--- config.mk ---
export PLATFORM = sky130hd
export DESIGN_NAME = bcd_serial_add_ctrl
export DESIGN_NICKNAME = d
export VERILOG_FILES = /design/src/rtl/bcd_pkg.sv /design/src/rtl/bcd_digit_check.sv /design/src/rtl/bcd_serial_add_ctrl.sv
export SDC_FILE = /design/constraint.sdc
export NUM_CORES = 1
export LEC_CHECK = 0
export CORE_MARGIN = 2
export CORE_UTILIZATION = 43
export DETAILED_ROUTE_END_ITERATION = 8
export PLACE_DENSITY = 0.71
export SLEW_MARGIN = 20
export SYNTH_ARGS = -nofsm -noshare
export SYNTH_HDL_FRONTEND = slang
export SYNTH_SLANG_ARGS = --single-unit
--- constraint.sdc ---
create_clock -name clk -period 1.7 [get_ports clk]
set_input_delay 0.34 -clock clk [delete_from_list [all_inputs] [get_ports clk]]
set_output_delay 0.34 -clock clk [all_outputs]
set_load 0.1 [all_outputs]
--- src/rtl/bcd_pkg.sv ---
// Shared definitions for the digit-serial BCD adder controller.
// Provides the controller state type, BCD digit constants and the bit
// positions inside the two-bit error flag returned with each result.
package bcd_pkg;

    localparam int BCD_DIGIT_W = 4;
    localparam logic [BCD_DIGIT_W-1:0] BCD_MAX = 4'd9;

    // Bit positions inside res_err
    localparam int ERR_IN_BIT  = 0;   // an operand digit was above 9
    localparam int ERR_ADD_BIT = 1;   // the shared adder returned a digit above 9

    typedef enum logic [1:0] {
        IDLE = 2'd0,
        ADD  = 2'd1,
        DONE = 2'd2
    } state_e;

endpackage

--- src/rtl/bcd_digit_check.sv ---
// Combinational screen for illegal packed-BCD digits.
// Ports:
//   digits  - DIGITS packed 4-bit digits, digit 0 in bits [3:0]
//   any_bad - 1 when at least one digit is above 9
module bcd_digit_check
    import bcd_pkg::*;
#(
    parameter int DIGITS = 1
) (
    input  logic [BCD_DIGIT_W*DIGITS-1:0] digits,
    output logic                          any_bad
);

    // OR together a per-digit "greater than 9" test
    always_comb begin
        any_bad = 1'b0;
        for (int i = 0; i < DIGITS; i++) begin
            any_bad = any_bad | (digits[i*BCD_DIGIT_W +: BCD_DIGIT_W] > BCD_MAX);
        end
    end

endmodule

--- src/rtl/bcd_serial_add_ctrl.sv ---
// Digit-serial sequencer for adding two packed-BCD operands through one
// shared, external, combinational BCD digit adder, least-significant digit
// first, with the decimal carry rippled through an internal register.
// Ports:
//   clk, rst                 - clock, asynchronous active-high reset
//   start_valid/start_ready  - operand handshake (a_bcd, b_bcd)
//   dig_a, dig_b, dig_cin    - operands presented to the shared digit adder
//   dig_sum, dig_cout        - shared digit adder result, sampled same cycle
//   res_valid/res_ready      - result handshake (res_sum, res_cout, res_err)
//   res_err                  - bit0: operand digit > 9, bit1: adder digit > 9
module bcd_serial_add_ctrl
    import bcd_pkg::*;
#(
    parameter int DIGITS = 4
) (
    input  logic                          clk,
    input  logic                          rst,
    input  logic                          start_valid,
    output logic                          start_ready,
    input  logic [BCD_DIGIT_W*DIGITS-1:0] a_bcd,
    input  logic [BCD_DIGIT_W*DIGITS-1:0] b_bcd,
    output logic [BCD_DIGIT_W-1:0]        dig_a,
    output logic [BCD_DIGIT_W-1:0]        dig_b,
    output logic                          dig_cin,
    input  logic [BCD_DIGIT_W-1:0]        dig_sum,
    input  logic                          dig_cout,
    output logic                          res_valid,
    input  logic                          res_ready,
    output logic [BCD_DIGIT_W*DIGITS-1:0] res_sum,
    output logic                          res_cout,
    output logic [1:0]                    res_err
);

    localparam int IDX_W = (DIGITS > 1) ? $clog2(DIGITS) : 1;
    localparam logic [IDX_W-1:0] IDX_LAST = IDX_W'(DIGITS - 1);

    state_e                          state_r;
    state_e                          state_next_s;
    logic [BCD_DIGIT_W*DIGITS-1:0]   a_r;
    logic [BCD_DIGIT_W*DIGITS-1:0]   b_r;
    logic                            carry_r;
    logic [IDX_W-1:0]                idx_r;
    logic                            accept_s;
    logic                            in_bad_s;
    logic                            sum_bad_s;
    logic                            last_s;
    logic [BCD_DIGIT_W-1:0]          a_dig_s;
    logic [BCD_DIGIT_W-1:0]          b_dig_s;

    // Operands are screened as they arrive, so the error path needs no adder cycles
    bcd_digit_check #(
        .DIGITS (2 * DIGITS)
    ) u_in_check (
        .digits  ({a_bcd, b_bcd}),
        .any_bad (in_bad_s)
    );

    // Screens whatever the shared adder returns for the current digit
    bcd_digit_check #(
        .DIGITS (1)
    ) u_sum_check (
        .digits  (dig_sum),
        .any_bad (sum_bad_s)
    );

    assign start_ready = (state_r == IDLE);
    assign accept_s    = start_valid && start_ready;
    assign last_s      = (idx_r == IDX_LAST);

    // Select the current digit of each latched operand
    always_comb begin
        a_dig_s = 4'd0;
        b_dig_s = 4'd0;
        for (int i = 0; i < DIGITS; i++) begin
            if (idx_r == IDX_W'(i)) begin
                a_dig_s = a_r[i*BCD_DIGIT_W +: BCD_DIGIT_W];
                b_dig_s = b_r[i*BCD_DIGIT_W +: BCD_DIGIT_W];
            end else begin
                a_dig_s = a_dig_s;
                b_dig_s = b_dig_s;
            end
        end
    end

    // Adder inputs are only driven while a digit is being computed
    always_comb begin
        if (state_r == ADD) begin
            dig_a   = a_dig_s;
            dig_b   = b_dig_s;
            dig_cin = carry_r;
        end else begin
            dig_a   = 4'd0;
            dig_b   = 4'd0;
            dig_cin = 1'b0;
        end
    end

    // Next-state decode
    always_comb begin
        state_next_s = state_r;
        case (state_r)
            IDLE: begin
                if (accept_s) begin
                    state_next_s = in_bad_s ? DONE : ADD;
                end else begin
                    state_next_s = IDLE;
                end
            end
            ADD: begin
                if (last_s) begin
                    state_next_s = DONE;
                end else begin
                    state_next_s = ADD;
                end
            end
            DONE: begin
                if (res_ready) begin
                    state_next_s = IDLE;
                end else begin
                    state_next_s = DONE;
                end
            end
            default: begin
                state_next_s = IDLE;
            end
        endcase
    end

    // State register
    always_ff @(posedge clk or posedge rst) begin
        if (rst) begin
            state_r <= IDLE;
        end else begin
            state_r <= state_next_s;
        end
    end

    // Operand latches, carry/index sequencing and registered result
    always_ff @(posedge clk or posedge rst) begin
        if (rst) begin
            a_r       <= {(BCD_DIGIT_W*DIGITS){1'b0}};
            b_r       <= {(BCD_DIGIT_W*DIGITS){1'b0}};
            carry_r   <= 1'b0;
            idx_r     <= {IDX_W{1'b0}};
            res_valid <= 1'b0;
            res_sum   <= {(BCD_DIGIT_W*DIGITS){1'b0}};
            res_cout  <= 1'b0;
            res_err   <= 2'b00;
        end else begin
            case (state_r)
                IDLE: begin
                    if (accept_s) begin
                        a_r      <= a_bcd;
                        b_r      <= b_bcd;
                        carry_r  <= 1'b0;
                        idx_r    <= {IDX_W{1'b0}};
                        res_sum  <= {(BCD_DIGIT_W*DIGITS){1'b0}};
                        res_cout <= 1'b0;
                        // An illegal operand skips the adder entirely
                        if (in_bad_s) begin
                            res_err   <= 2'b01;
                            res_valid <= 1'b1;
                        end else begin
                            res_err   <= 2'b00;
                            res_valid <= 1'b0;
                        end
                    end
                end
                ADD: begin
                    for (int i = 0; i < DIGITS; i++) begin
                        if (idx_r == IDX_W'(i)) begin
                            res_sum[i*BCD_DIGIT_W +: BCD_DIGIT_W] <= dig_sum;
                        end
                    end
                    carry_r <= dig_cout;
                    // Sticky until the next accept; the sequence still runs to the end
                    if (sum_bad_s) begin
                        res_err[ERR_ADD_BIT] <= 1'b1;
                    end
                    if (last_s) begin
                        res_cout  <= dig_cout;
                        res_valid <= 1'b1;
                        idx_r     <= {IDX_W{1'b0}};
                    end else begin
                        idx_r <= idx_r + 1'b1;
                    end
                end
                DONE: begin
                    if (res_ready) begin
                        res_valid <= 1'b0;
                    end
                end
                default: begin
                    res_valid <= 1'b0;
                end
            endcase
        end
    end

endmodule

==> results.yml <==
run_status:
  status: "finished, violations left"
  violations: "negative setup slack"
yosys:
  muxShareOfSynthArea_pct: 1.909
  synth_area_leaders: "dfrtp_1 (54%), nand2_1 (16%), a32o_1 (4.6%)"
  synthCells: 288
  synth_top_family_by_area: "simple AND/OR/NAND/NOR gates"
  syn-num-nets: 333
  synth_top_area_share_pct: 54.42
  netlist_top_cells_count: "nand2_1 (113), dfrtp_1 (57), o21ai_0 (19)"
  synth_most_common_cell: "nand2_1"
  synthArstFlopShare_pct: 100.0
  seq_area_frac_synth_pct: 54.42
  synthAdderAreaFrac_pct: 1.909
  synth_compound_area_share_pct: 14.61
  yosys.area.top_type: "dfrtp_1"
  ys_types: 28
  syn_area_per_cell_um2: 9.102
  ys_ff_latch: 57
  synth-edff-count: 0
  synth_warnings: 0
  synth_xor_area_share_pct: 0
  yosys_most_used_dff: "dfrtp_1"
  yosys.area_share.simple_pct: 23.01
  syn_area_mm2: 0.002621
cts:
  clkLatencyLatePin_ps: 330
  htreeDepth: 3
  numCtsBuffers: 9
  cts_buffer_depth: 2
  cts.sinks: 57
  path_clk_slew_ps: 60
  cts_tree: "done"
  root_buffer: "clkbuf_8"
global_routing:
  first_global_vias: 2451
  antenna_found_initial: 0
  grt_usage_pct: 23.05
  grt.overflow.total: 0
  grt_max_degree: 32
  grt_pass1_wl_um: 11590
pwr:
  p_seq_share_pct: 45.8
  clockPowerShare_pct: 27.3
  leakage_nw: 1.969
  p_sw_w: 0.001218
  irDropWorstVdd_v: 0.0005028
  p_int_w: 0.002546
  power.share.switching_pct: 32.36
  combPwrFrac_pct: 26.9
  power_density_mw_per_mm2: 872.1
timing:
  worstMarginPinSlew_ps: 382.5
  fin_crit_ps: 2184
  period_share_pct: 128.5
  drv_slew: 0
  setup_ws_ps: -484.4
  relSlewSlack_pct: 74.45
  clock-skew-final_ps: 4.466
  rsz0062_at_grt: "true"
  report.final.setup_viol: 9
  fmax_mhz: 457.8
  hold_violations: 0
setup_path:
  worst_path_largest_cell_delay_ps: 410
  critPathRequiredTime_ps: 1360
  r2r-end: "res_sum[10]$_DFFE_PP0P_"
  reg2regPathDepth: 6
  cp-end-kind: "output port"
  cp_num_buf_inv: 3
  worstSetupStartpointType: "flop"
  critPathSlowestCell: "dfrtp_2"
  crit_top_cell: "buf_12"
  worst_path_dominant_cell_family: "buffers and inverters"
  worstPathCellList: "inv_2 -> ha_2 -> buf_12 -> nor2b_1 -> o31ai_4 -> buf_12"
  rrSetupSlack_ps: 150
  crit-reg2reg-launch: "state_r[0]$_DFF_PP0_"
  path_class: "reg2out"
  path_max_fanout: 11
  arrival_ps: 1840
floorplanning:
  initial_core_util_pct: 44.27
  core_region_area_mm2: 0.005921
  num_rows: 28
  floorplan.die.width_um: 82.08
  ios: 71
  die_area_mm2: 0.006736
  die_h_um: 82.08
routing:
  wl_per_cell_um: 15.39
  firstDrtPassIters: 4
  drt-total-wl_um: 7094
  drt_iter0_markers: 86
  viasPerCell: 5.291
  via_count: 2439
  route.detailed.drc: 0
  ant_nets: 0
cells_and_area:
  antenna_cells: 0
  final_util_pct: 72.89
  syn2layout_area_growth_pct: 64.63
  nets: 429
  drive_gt1_share_pct: 29.02
  final_cells: 461
placed_design:
  io_buffers: 70
  dp.cells: 440
  gp_congestion: 0.8318
  place_ws_ps: -186.1
  detailed_place_hpwl_um: 5088
min_path:
  hp-class: "in2async"
run:
  max_cap_violations: 0
## registers in the layout, summed over array words and instances, names as in the netlist
register / flops
carry_r: 1
b_r: 16
res_cout: 1
res_err: 2
idx_r: 2
res_sum: 16
a_r: 16
res_valid: 1
state_r: 2
## how the worst max path moves through the flow
stage / slack [ps] / to / startpoint / cells past startpoint
2_1_floorplan: -470 / dig_a[0] / idx_r[1]$_DFFE_PP0P_ / 6
3_5_place_dp: -190 / dig_b[2] / idx_r[1]$_DFFE_PP0P_ / 8
3_3_place_gp: -130 / dig_b[0] / idx_r[1]$_DFFE_PP0P_ / 8
5_1_grt: -570 / dig_a[3] / idx_r[0]$_DFFE_PP0P_ / 6
4_1_cts: -500 / dig_a[3] / idx_r[1]$_DFFE_PP0P_ / 6
6_report: -480 / dig_a[3] / idx_r[0]$_DFFE_PP0P_ / 6
## layout by cell type, fill, tap and decap left out, types with 2 or more instances in the layout
cell	netlist	final
nand2_1	113	110
dfrtp_1	57	56
clkdlybuf4s50_1	0	40
buf_12	0	34
buf_4	5	25
o21ai_0	19	15
nand3_1	13	13
a32o_1	12	12
clkbuf_8	0	10
a21oi_2	1	4
nor2_1	4	4
o21ai_4	0	4
nor2b_1	5	4
o31ai_4	0	4
buf_6	0	4
nand2_2	0	3
o21ai_2	0	3
mux2i_2	0	3
a21oi_1	6	3
a221oi_2	0	3
o31ai_1	7	3
and2_4	1	2
mux2i_1	5	2
inv_2	0	2
o21ai_1	5	2
nand4_1	2	2
ha_4	0	2
clkbuf_1	4	2
## metal layers
metal | vias to the layer above | global-route usage [%] | part of all wire [%]
li1 | 1180 | - | -
met1 | 1162 | 29.23 | 42
met2 | 84 | 38.86 | 51
met3 | 13 | 6.264 | 5.5
met4 | 0 | 6.167 | 1.6
met5 | - | 0 | 0
## cells by family after synthesis
logic type	Yosys count
AO/OA/AOI/OAI	56
adder cells (fa/ha/maj)	4
buffers and inverters	21
flip-flops	57
multiplexers	5
AND/OR/NAND/NOR	145
## power by group through the flow
| stage | clock (W) | combinational [W] | sequential [W] |
|---|---|---|---|
| after CTS | 0.00105 | 0.00101 | 0.00172 |
| final | 0.00103 | 0.00101 | 0.00172 |
| after detailed placement | 0 | 0.000956 | 0.00173 |
| after floorplan | 0 | 0.000541 | 0.00178 |
| after global placement | 0 | 0.000936 | 0.00172 |
| after global routing | 0.00112 | 0.00111 | 0.00175 |
## final cells by class
type,instances,area [um2]
Clock inverter,1,5.005
Tap cell,75,93.84
Inverter,3,15.01
Timing Repair Buffer,103,1314
Sequential cell,57,1428
Fill cell,441,1605
Clock buffer,12,145.1
Multi-Input combinational cell,210,1315
## stage by stage
| stage | area, um2 | hold WS [ps] | total power (W) | TNS [ps] |
|---|---|---|---|---|
| floorplan | 2840 | 426.8 | 0.002326 | -3725 |
| global placement | 4023 | 458.9 | 0.002660 | -1024 |
| detailed placement | 4023 | 464.7 | 0.002686 | -1291 |
| CTS | 4289 | 350.5 | 0.003773 | -3746 |
| global route | 4315 | 383.6 | 0.003972 | -4313 |
| finish | 4315 | 347.1 | 0.003763 | -3572 |
## timing repair
action | CTS | global route
gates resized for setup | 19 | 3
setup buffers | 5 | 2
endpoints found under the setup margin | 9 | 16
hold buffers | 0 | 0
gates cloned | 1 | 0
pin swaps | 6 | 3
Note: power is estimated with default switching activity, not from simulation.
==> patch 1, RTL diff (config.mk and constraints unchanged) <==
The 3 states of `state_e` get a one-hot encoding in 3 bits.
--- a/src/rtl/bcd_pkg.sv
+++ b/src/rtl/bcd_pkg.sv
@@ -10,10 +10,10 @@
     localparam int ERR_IN_BIT  = 0;   // an operand digit was above 9
     localparam int ERR_ADD_BIT = 1;   // the shared adder returned a digit above 9
 
-    typedef enum logic [1:0] {
-        IDLE = 2'd0,
-        ADD  = 2'd1,
-        DONE = 2'd2
+    typedef enum logic [2:0] {
+        IDLE = 3'b001,
+        ADD  = 3'b010,
+        DONE = 3'b100
     } state_e;
 
 endpackage
Check against the original RTL: same outputs for any inputs over 10 cycles, from zero or initial values and one cycle with rst high; not proved beyond that.
==> patch 1 against the unedited design <==
  * The flow still finishes with violations (negative setup slack)
  * Routed wire length rose by 2.0%
  * Sequential share of layout area rose by 0.74 points
  * Register-to-register slack got worse by 0.25 ns
  * Worst setup slack got worse by 0.16 ns
  * Synthesized area rose by 1.4%
  * Design area fell by 0.38%
  * Total power rose by 24%
  * Sequential cell count rose by 1
  * Critical path depth fell by 1
  * Critical endpoint is now dig_b[3]
  * Largest power group unchanged
==> patch 1: results <==
group,metric,value,unit
outcome,status,"finished with violations",
outcome,failed_checks,"negative setup slack",
grt,grt_pass1_wl,11600,um
sta,finalSetupTns,-5.61,ns
routing,num_vias,2404,
routing,detail_route.wirelength,7230,um
clocking,cts_resized,16,
logic_synthesis,synth_nets,330,
logic_synthesis,yosysSeqAreaShare,54.7,%
routing,first_pass_iters,4,
final_layout,fin_nets,422,
sta,hold_ws,0.423,ns
routing,first_iter_violations,126,
grt,grt_max_degree,59,
power_and_ir_drop,cellLeakagePower,1.96,nW
critical_path,arrival,2.01,ns
logic_synthesis,yosys-top-cells-area,"dfrtp_1 54%, nand2_1 15%, a32o_1 4.5%, o21ai_0 4.3%, a21oi_1 2.1%",
sta,worstMarginPinSlew,0.377,ns
critical_path,crit_slowest_cell,"or4b_4",
sta,finClkSkew,0.00888,ns
sta,timing.final.ws_setup,-0.649,ns
logic_synthesis,async_reset_ff_share,100,%
final_layout,diodes,0,
critical_path,r2r-end,"res_valid",
final_layout,n_fill_cell,453,
place,dpl.hpwl,5140,um
clocking,h-tree-depth,3,
grt,grt.total_usage,23.5,%
logic_synthesis,ys_top_cells_by_count,"106 x nand2_1, 57 x dfrtp_1, 23 x o21ai_0",
sta,finalSetupViolCount,11,
critical_path,r2r_slack,-0.10,ns
clocking,post_cts_buffers,4,
power_and_ir_drop,vdd_drop_max,0.000749,V
critical_path,cp-endpoint,"dig_b[3]",
critical_path,critical-path-top-delay-family,"simple AND/OR/NAND/NOR gates",
critical_path,cpPeakStageDelay,0.52,ns
critical_path,reg2reg_depth,7,
place,routabilityCongestion,0.886,
final_layout,drive_gt1_share,27.0,%
critical_path,path_max_fanout,9,
logic_synthesis,ys_types,36,
-- patch 1: cells by family (layout without fill, tap and decap cells) --
logic type               count (synthesis)  count (layout)  synth area share (%)
AO/OA/AOI/OAI                           64              64                  16.6
adder cells (fa/ha/maj)                  4               4                  1.88
buffers and inverters                   23             119                  4.28
flip-flops                              58              58                  54.7
multiplexers                             1               1                 0.377
AND/OR/NAND/NOR                        135             135                  22.2
-- patch 1: power breakdown --
group          total (mW)  switching, mW  internal (mW)
Clock                1.21          0.505          0.704
Sequential           2.03          0.257           1.77
Combinational        1.44          0.819          0.618
-- patch 1: cell type report --
class	instances	share of cell area, %
Inverter	5	0.524
Multi-Input combinational cell	204	29.0
Tap cell	75	2.18
Timing Repair Buffer	99	30.1
Clock buffer	12	3.38
Sequential cell	58	33.8
Clock inverter	3	0.931
-- patch 1: metrics by stage --
stage               util, %  setup WS [ns]  area (um2)  power [mW]  cells
global route           72.2         -0.705        4300        4.97    456
floorplan                 -         -0.586        2810        2.89    285
CTS                    71.4         -0.655        4250        4.66    453
finish                 72.2         -0.649        4300        4.67    456
detailed placement     66.9         -0.339        3980        3.40    434
global placement       66.9         -0.300        3980        3.35    434
-- patch 1: metal layers --
layer | wire length [um] | share of wire, % | GRT usage (%)
met5 | 0 | 0 | 0
met4 | 95 | 1.3 | 10.3
met3 | 436 | 6.0 | 5.43
met2 | 3540 | 49 | 35.6
met1 | 3160 | 44 | 32.4
-- patch 1: worst min path at each step --
stage | startpoint | to | cells after the start
after floorplan | rst | a_r[0] | 1
after global placement | a_r[9] | a_r[9] | 2
after detailed placement | a_r[10] | a_r[10] | 2
after CTS | rst | res_sum[12] | 3
after global routing | rst | res_sum[12] | 3
final | rst | res_sum[13] | 3
==> patch 2, RTL diff (same flow settings) <==
Made on the original files. Set the parameter `DIGITS` to 16 (it was 4). Comments in the files are not updated.
--- a/src/rtl/bcd_serial_add_ctrl.sv
+++ b/src/rtl/bcd_serial_add_ctrl.sv
@@ -11,7 +11,7 @@
 module bcd_serial_add_ctrl
     import bcd_pkg::*;
 #(
-    parameter int DIGITS = 4
+    parameter int DIGITS = 16
 ) (
     input  logic                          clk,
     input  logic                          rst,
Interface: changed (resized a_bcd, b_bcd and res_sum); port bits go from 71 to 215. No check against the original RTL was run, so the function may have changed too.
==> patch 2 against the unedited design <==
  * The run still ends with negative setup slack left
  * Critical path type unchanged
  * Non-clock buffer count grew 275
  * Critical endpoint is now dig_a[2]
  * First-iteration DRC count grew to 9.7 times the old value
  * Sequential cell count grew 146
  * Routed wire length grew to 4.6 times the old value
  * Critical path depth grew 3
  * Design area grew to 3.6 times the old value
  * Core utilization shrank 2.7 points
  * Worst setup slack lost 0.82 ns
  * Via count grew to 4.0 times the old value
  * Synthesized area grew to 3.6 times the old value
  * Die area grew to 3.5 times the old value
  * Total power grew to 3.5 times the old value
  * Maximum frequency shrank 27%
==> patch 2: results <==
group,metric,value,unit
clocking,clockBufferDepth,3,
final_layout,fin_cells,1788,
power_and_ir_drop,p_sw_share,27.2,%
critical_path,arrival,2.67,ns
place,routabilityCongestion,1.02,
clocking,post_cts_buffers,10,
critical_path,timing.rr.start,"idx_r[0]",
grt,grt_pass1_vias,9470,
sta,worstMarginPinSlew,0.453,ns
logic_synthesis,synthMuxAreaShare,0.118,%
logic_synthesis,ys_types,49,
outcome,status,"finished with violations",
power_and_ir_drop,vdd_drop_max,0.000569,V
place,dpl.hpwl,24100,um
routing,num_vias,9798,
clocking,h-tree-depth,1,
critical_path,crit_slowest_cell,"dfrtp_1",
sta,finClkSkew,0.0134,ns
critical_path,critical-path-top-delay-family,"compound AO/OA/AOI/OAI gates",
logic_synthesis,yosysSeqAreaShare,53.3,%
outcome,failed_checks,"negative setup slack",
sta,finalSetupViolCount,25,
routing,first_pass_iters,5,
power_and_ir_drop,fin_total_pwr,13.3,mW
logic_synthesis,ys_top_cells_by_count,"508 x nand2_1, 203 x dfrtp_1, 144 x o21ai_0",
sta,timing.final.ws_setup,-1.31,ns
## patch 2: metal layers
| metal | GRT usage (%) | vias up | part of all wire [%] |
|---|---|---|---|
| li1 | - | 4562 | - |
| met1 | 37.2 | 4722 | 42 |
| met2 | 46.6 | 440 | 49 |
| met3 | 4.14 | 74 | 6.4 |
| met4 | 7.50 | 0 | 3.0 |
| met5 | 0 | - | 0 |
## patch 2: layout make-up
cell class                      instances  area, um2  share of cell area, %
Sequential cell                       203       5080                   33.1
Multi-Input combinational cell        865       4550                   29.7
Timing Repair Buffer                  378       4460                   29.1
Clock buffer                           33        663                   4.33
Tap cell                              280        350                   2.29
Clock inverter                          7        114                  0.743
Inverter                               22        100                  0.653
## patch 2: worst paths after layout
kind / end / slack [ns] / cells past startpoint
max: dig_a[2] / -1.31 / 9
min in group clk: a_r[52] / 0.36 / 3
min: idx_r[1] / 0.23 / 3
min reg2reg: a_r[23] / 0.48 / 2
max in group asynchronous: b_r[25] / 1.03 / 3
max reg2reg: res_sum[14] / -0.29 / 8
